===== src/rtl/riscv_fetch_unit_if.sv =====
// Instruction-memory request/response bus between the fetch unit and imem.
// The master drives the request and address; the slave returns data and ready.
`timescale 1ns/1ps

interface riscv_fetch_unit_if;
   logic        imem_req;
   logic [31:0] imem_addr;
   logic [31:0] imem_rdata;
   logic        imem_ready;

   modport master (
      output imem_req,
      output imem_addr,
      input  imem_rdata,
      input  imem_ready
   );

   modport slave (
      input  imem_req,
      input  imem_addr,
      output imem_rdata,
      output imem_ready
   );
endinterface


===== src/rtl/riscv_fetch_unit.sv =====
// Multi-cycle RISC-V fetch stage: request, hold one instruction until it is
// consumed, commit the next PC, and trap permanently on a misaligned target.
`timescale 1ns/1ps

module riscv_fetch_unit #(
   parameter logic [31:0] RESET_PC = 32'h0000_0000
) (
   input  logic                      clk,
   input  logic                      rst,
   riscv_fetch_unit_if.master        imem,
   input  logic [1:0]                PCSrc,
   input  logic [31:0]               ImmExt,
   input  logic [31:0]               ALUResult,
   input  logic                      exec_done,
   output logic [31:0]               instr,
   output logic [31:0]               pc,
   output logic [31:0]               pc_plus4,
   output logic                      instr_valid,
   output logic                      misaligned,
   output logic [31:0]               instret
);

   localparam logic [31:0] NOP_INSTR = 32'h0000_0013;

   typedef enum logic [1:0] {
      FETCH,
      VALID,
      FAULT
   } state_t;

   state_t      state;
   state_t      state_next;
   logic [31:0] next_pc;
   logic        load_instr;
   logic        commit;
   logic        next_misaligned;

   assign pc_plus4       = pc + 32'd4;
   assign imem.imem_addr = pc;
   assign imem.imem_req  = (state == FETCH);
   assign instr_valid    = (state == VALID);

   // jalr target clears bit 0; masking keeps every ALUResult bit in use
   always_comb begin
      next_pc = pc_plus4;
      case (PCSrc)
         2'b01:   next_pc = pc + ImmExt;
         2'b10:   next_pc = ALUResult & ~32'h0000_0001;
         default: next_pc = pc_plus4;
      endcase
   end

   assign next_misaligned = (next_pc[1:0] != 2'b00);

   always_comb begin
      state_next = state;
      load_instr = 1'b0;
      commit     = 1'b0;
      case (state)
         FETCH: begin
            if (imem.imem_ready) begin
               load_instr = 1'b1;
               state_next = VALID;
            end
         end
         VALID: begin
            if (exec_done) begin
               commit     = 1'b1;
               state_next = next_misaligned ? FAULT : FETCH;
            end
         end
         FAULT: begin
            state_next = FAULT;
         end
         default: begin
            state_next = FETCH;
         end
      endcase
   end

   always_ff @(posedge clk) begin
      if (rst) begin
         state      <= FETCH;
         pc         <= RESET_PC;
         instr      <= NOP_INSTR;
         instret    <= '0;
         misaligned <= 1'b0;
      end else begin
         state <= state_next;
         if (load_instr) begin
            instr <= imem.imem_rdata;
         end
         if (commit) begin
            pc      <= next_pc;
            instret <= instret + 32'd1;
            if (next_misaligned) begin
               misaligned <= 1'b1;
            end
         end
      end
   end

endmodule


===== src/flat_wrapper.sv =====
// flat-port wrapper written by rule: the top's interface ports become plain ports
module riscv_fetch_unit_flat 
#(
   parameter logic [31:0] RESET_PC = 32'h0000_0000
)
  (clk, rst, PCSrc, ImmExt, ALUResult, exec_done, instr, pc, pc_plus4, instr_valid, misaligned, instret, imem_imem_req, imem_imem_addr, imem_imem_rdata, imem_imem_ready);
  riscv_fetch_unit_if imem_i ();
  input  logic clk;
  input  logic rst;
  input  logic [1:0] PCSrc;
  input  logic [31:0] ImmExt;
  input  logic [31:0] ALUResult;
  input  logic exec_done;
  output logic [31:0] instr;
  output logic [31:0] pc;
  output logic [31:0] pc_plus4;
  output logic instr_valid;
  output logic misaligned;
  output logic [31:0] instret;
  output wire logic [$bits(imem_i.imem_req)-1:0] imem_imem_req;
  output wire logic [$bits(imem_i.imem_addr)-1:0] imem_imem_addr;
  input wire logic [$bits(imem_i.imem_rdata)-1:0] imem_imem_rdata;
  input wire logic [$bits(imem_i.imem_ready)-1:0] imem_imem_ready;
  assign imem_imem_req = imem_i.imem_req;
  assign imem_imem_addr = imem_i.imem_addr;
  assign imem_i.imem_rdata = imem_imem_rdata;
  assign imem_i.imem_ready = imem_imem_ready;
  riscv_fetch_unit #(.RESET_PC(RESET_PC)) u_core (.clk(clk), .rst(rst), .imem(imem_i), .PCSrc(PCSrc), .ImmExt(ImmExt), .ALUResult(ALUResult), .exec_done(exec_done), .instr(instr), .pc(pc), .pc_plus4(pc_plus4), .instr_valid(instr_valid), .misaligned(misaligned), .instret(instret));
endmodule

===== config.mk =====
export PLATFORM = sky130hd
export DESIGN_NAME = riscv_fetch_unit_flat
export DESIGN_NICKNAME = d
export VERILOG_FILES = /design/src/rtl/riscv_fetch_unit_if.sv /design/src/rtl/riscv_fetch_unit.sv /design/src/flat_wrapper.sv
export SDC_FILE = /design/constraint.sdc
export NUM_CORES = 1
export LEC_CHECK = 0
export ABC_AREA = 1
export BUFFER_PORTS_ARGS = -buffer_cell sky130_fd_sc_hd__buf_4
export CORE_MARGIN = 2
export CORE_UTILIZATION = 35
export DETAILED_ROUTE_END_ITERATION = 16
export GPL_TIMING_DRIVEN = 0
export PLACE_DENSITY = 0.58
export SYNTH_ARGS = -nofsm -noshare
export SYNTH_HDL_FRONTEND = slang
export SYNTH_SLANG_ARGS = --single-unit

===== constraint.sdc =====
create_clock -name clk -period 2.3 [get_ports clk]
set_input_delay 0.345 -clock clk [delete_from_list [all_inputs] [get_ports clk]]
set_output_delay 0.345 -clock clk [all_outputs]
set_load 0.02 [all_outputs]

==> results.md <==
* Status: complete, but fails checks
* Failing checks: setup timing
* Worst r2r dst: u_core.imem.imem_addr[30]
* Die Y-Extent at 154 um
* Max rail drop VDD at 377 uV
* Vias in the first global route at 8916
* Avg Vias per Cell at 4.97
* Placed insts at 1872
* Fillers at 2359
* Lkg Pwr at 0.00578 uW
* Gr ovfl total at 0
* Max Freq at 0.425 GHz
* PortBufs at 263
* Crit-path slowest cell: dfxtp_4
* Antenna Violating Nets Remaining at 0
* WHS Endpoint: u_core.instr[0]
* Die area at 23600 um2
* CTS buffer count at 9
* CORE AREA at 21900 um2
* Slew Viols, Final at 0
* Slew @ Worst Pin at 810 ps
* Setup TNS at -53.4 ps
* Hold_sp: imem_imem_rdata[0]
* Area Growth Syn to Fin at 44.1%
* Final Skew at 11.8 ps
* RSZ-0062 raised after global routing: yes
* Final instance count without filler cells at 1916
* Row cnt at 54
* CTS max path bufs at 2
* HPWL Detailed at 25100 um
* Total wire length at 31600 um
* Synth cell types at 46
* Max-cap viol count at 0
* Relative slew slack at 0.460
* Clock sink count at 99
* First-pass GRT wire length at 47800 um
* Net Count, Synth at 1467
* Ant. Diodes at 0
* Worst setup path category: reg2out
* CP peak stage delay at 400 ps
* Crit. path cell count at 9
* Final net count at 1769
* Critical Path AT at 2010 ps
* Pin count of the biggest net entering global routing at 19
* Worst endpoint required time at 1960 ps
* Hold Crit Depth at 3
* CP Launch Type: register
* Setup violations, final at 1
* Hold Crit Class: in2reg
* R2R cell count at 14
* CP Max Fanout at 5
* Clock Latency Late Sink at 360 ps
* Critical Path, Cell by Cell: ha_4 -> nand2_4 -> inv_4 -> nand3_4 -> inv_4 -> nand2_4 -> buf_4 -> xnor2_1 -> buf_4
* # DRC at 0
* Worst R2R Setup Slack at 100 ps
* Share of cells above drive strength 1 at 0.298
* Global Route Usage Sum at 0.256
* Wire length per cell at 16.5 um
* Seq/Total Area, Yosys at 0.253
* Initial antenna violation count at 1
* H-tree depth at 3
* Via count of the routed design at 9524
* DR iter-0 viols at 550
* CTS tree: done
* Starting Density at 0.358
* Clock transition at the registers of the reported paths at 80 ps
* Bufs and invs on worst path at 4
* Post-Syn Instances at 1329
* Critical path's top delay family: buffers and inverters
* Power per Cell Area at 445 nW/um2
* Final Critical Period at 2350 ps
* Width of the chip at 154 um
* Critical path capture point type: output pin
* Fin worst setup slack at -53.4 ps
* Final Cycle Share at 1.02
* Syn_area_per_cell at 5.90 um2
* Register bit total from synthesis at 99
* YS warnings at 0
* Start of the worst register-to-register path: u_core.imem.imem_addr[0]
* I/O pin count at 265
* Post-synthesis cell area at 7840 um2
* Root buf cell: clkbuf_16
* RePlAce Congestion at 0.917
* TritonRoute pass-1 iters at 5
* Final Hold Viols at 0
final cells by class:
class                      count  area, um2  area share
tap                          280        350      0.0310
buffer                        70        392      0.0347
sequential                    99       2080       0.185
inverter                     181        686      0.0607
clock inverter                 7        108     0.00953
timing repair buffer         291       2210       0.195
multi-input combinational    979       5240       0.464
clock buffer                   9        225      0.0199
sequential cells by signal, indices dropped and copies added (netlist names):
signal / cells
u_core.imem.imem_addr: 32
u_core.misaligned: 1
u_core.state: 2
u_core.instr: 32
u_core.instret: 32
cells in the mapped netlist, drive strengths merged:
library cell	instances	area [um2]
o211ai	2	15.0
a21o	1	7.51
or2	6	37.5
nand2	386	1450
a2111oi	1	8.76
dfxtp	99	1980
o21a	3	22.5
nand3	81	440
nor4	7	43.8
o21ai	79	395
inv	180	676
xor2	17	149
o21bai	8	63.8
or3	1	6.26
clkinv	1	5.00
a211oi	2	15.0
nand3b	5	37.5
o221a	1	11.3
and3	2	12.5
nor4b	1	8.76
and2	4	27.5
nor3b	1	7.51
o21ba	1	10.0
ha	35	438
fa	1	20.0
xnor2	7	61.3
clkbuf	30	113
nor3	36	195
a221oi	1	8.76
a31oi	2	12.5
buf	40	279
nor2	158	611
a21oi	121	606
nand4	9	56.3
per-layer routing:
metal,up-vias,track usage,part of all wire
li1,4826,-,-
met1,4296,0.311,0.41
met2,343,0.436,0.48
met3,59,0.0637,0.080
met4,0,0.0957,0.031
met5,-,0,0
metrics by stage:
step                       util  hold WS (ps)  setup slack, ps  total power (uW)  area (um2)
final                     0.516           178            -53.4              5020       11300
after floorplan               -           458              158              2670        7840
after detailed placement  0.464           463             -387              3250       10200
after CTS                 0.494           171             1.11              5010       10800
after global placement    0.464           456             -389              3250       10200
after global routing      0.516           179            -85.2              5260       11300
how the worst max path moves through the flow:
| stage | from | endpoint | slack, ps |
|---|---|---|---|
| 3_3_place_gp | u_core.imem.imem_addr[0] | u_core.imem.imem_addr[28] | -390 |
| 6_report | u_core.imem.imem_addr[3] | pc_plus4[12] | -50 |
| 5_1_grt | u_core.imem.imem_addr[7] | pc_plus4[22] | -90 |
| 4_1_cts | u_core.imem.imem_addr[0] | u_core.imem.imem_addr[28] | 1 |
| 3_5_place_dp | u_core.imem.imem_addr[0] | u_core.imem.imem_addr[28] | -390 |
| 2_1_floorplan | u_core.imem.imem_addr[0] | u_core.imem.imem_addr[28] | 160 |
power breakdown:
group	total (uW)	switching (uW)	internal [uW]
sequential	1880	94.4	1790
combinational	1390	827	565
clock	1750	769	979
total	5020	1690	3330
kinds of logic (layout without fill, tap and decap cells):
family | after synthesis | after routing | share of synthesized area
AO/OA/AOI/OAI | 222 | 222 | 0.150
flip-flops | 99 | 99 | 0.253
adder cells (fa/ha/maj) | 36 | 36 | 0.0584
AND/OR/NAND/NOR | 697 | 697 | 0.375
buffers and inverters | 251 | 558 | 0.137
XOR/XNOR | 24 | 24 | 0.0268
layout by cell type, fill, tap and decap left out, types with 10 or more instances in the layout:
cell and n:
xor2_1 11, nor2_1 143, a21oi_1 114, dfxtp_4 24
nand3_1 68, nand2_2 20, o21ai_0 74, nand2_1 361
inv_1 173, ha_1 27, dfxtp_1 66, buf_4 319
nor3_2 11, clkbuf_1 30, nor2_2 10, nor3_1 20
worst reg2reg max path: stages (launching register included):
cell     delay, ps
dfxtp_4        350
ha_2           180
inv_1           50
fa_2           330
inv_2          100
nand4_1        110
nand2_2        130
nand2_1        100
nand2_2        140
nand2_1         90
nand3_1         70
nand3_1        120
nand2_2        130
nand3_1         80
a21oi_1        150
repair_timing:
| item | CTS | global route |
|---|---|---|
| endpoints found under the setup margin | 36 | 41 |
| hold buffers | 0 | 0 |
| pin swaps | 7 | 19 |
| resized for setup | 82 | 96 |
| cloned | 0 | 0 |
| setup buffers | 11 | 17 |
No activity file was read; power rests on OpenSTA's default activity.
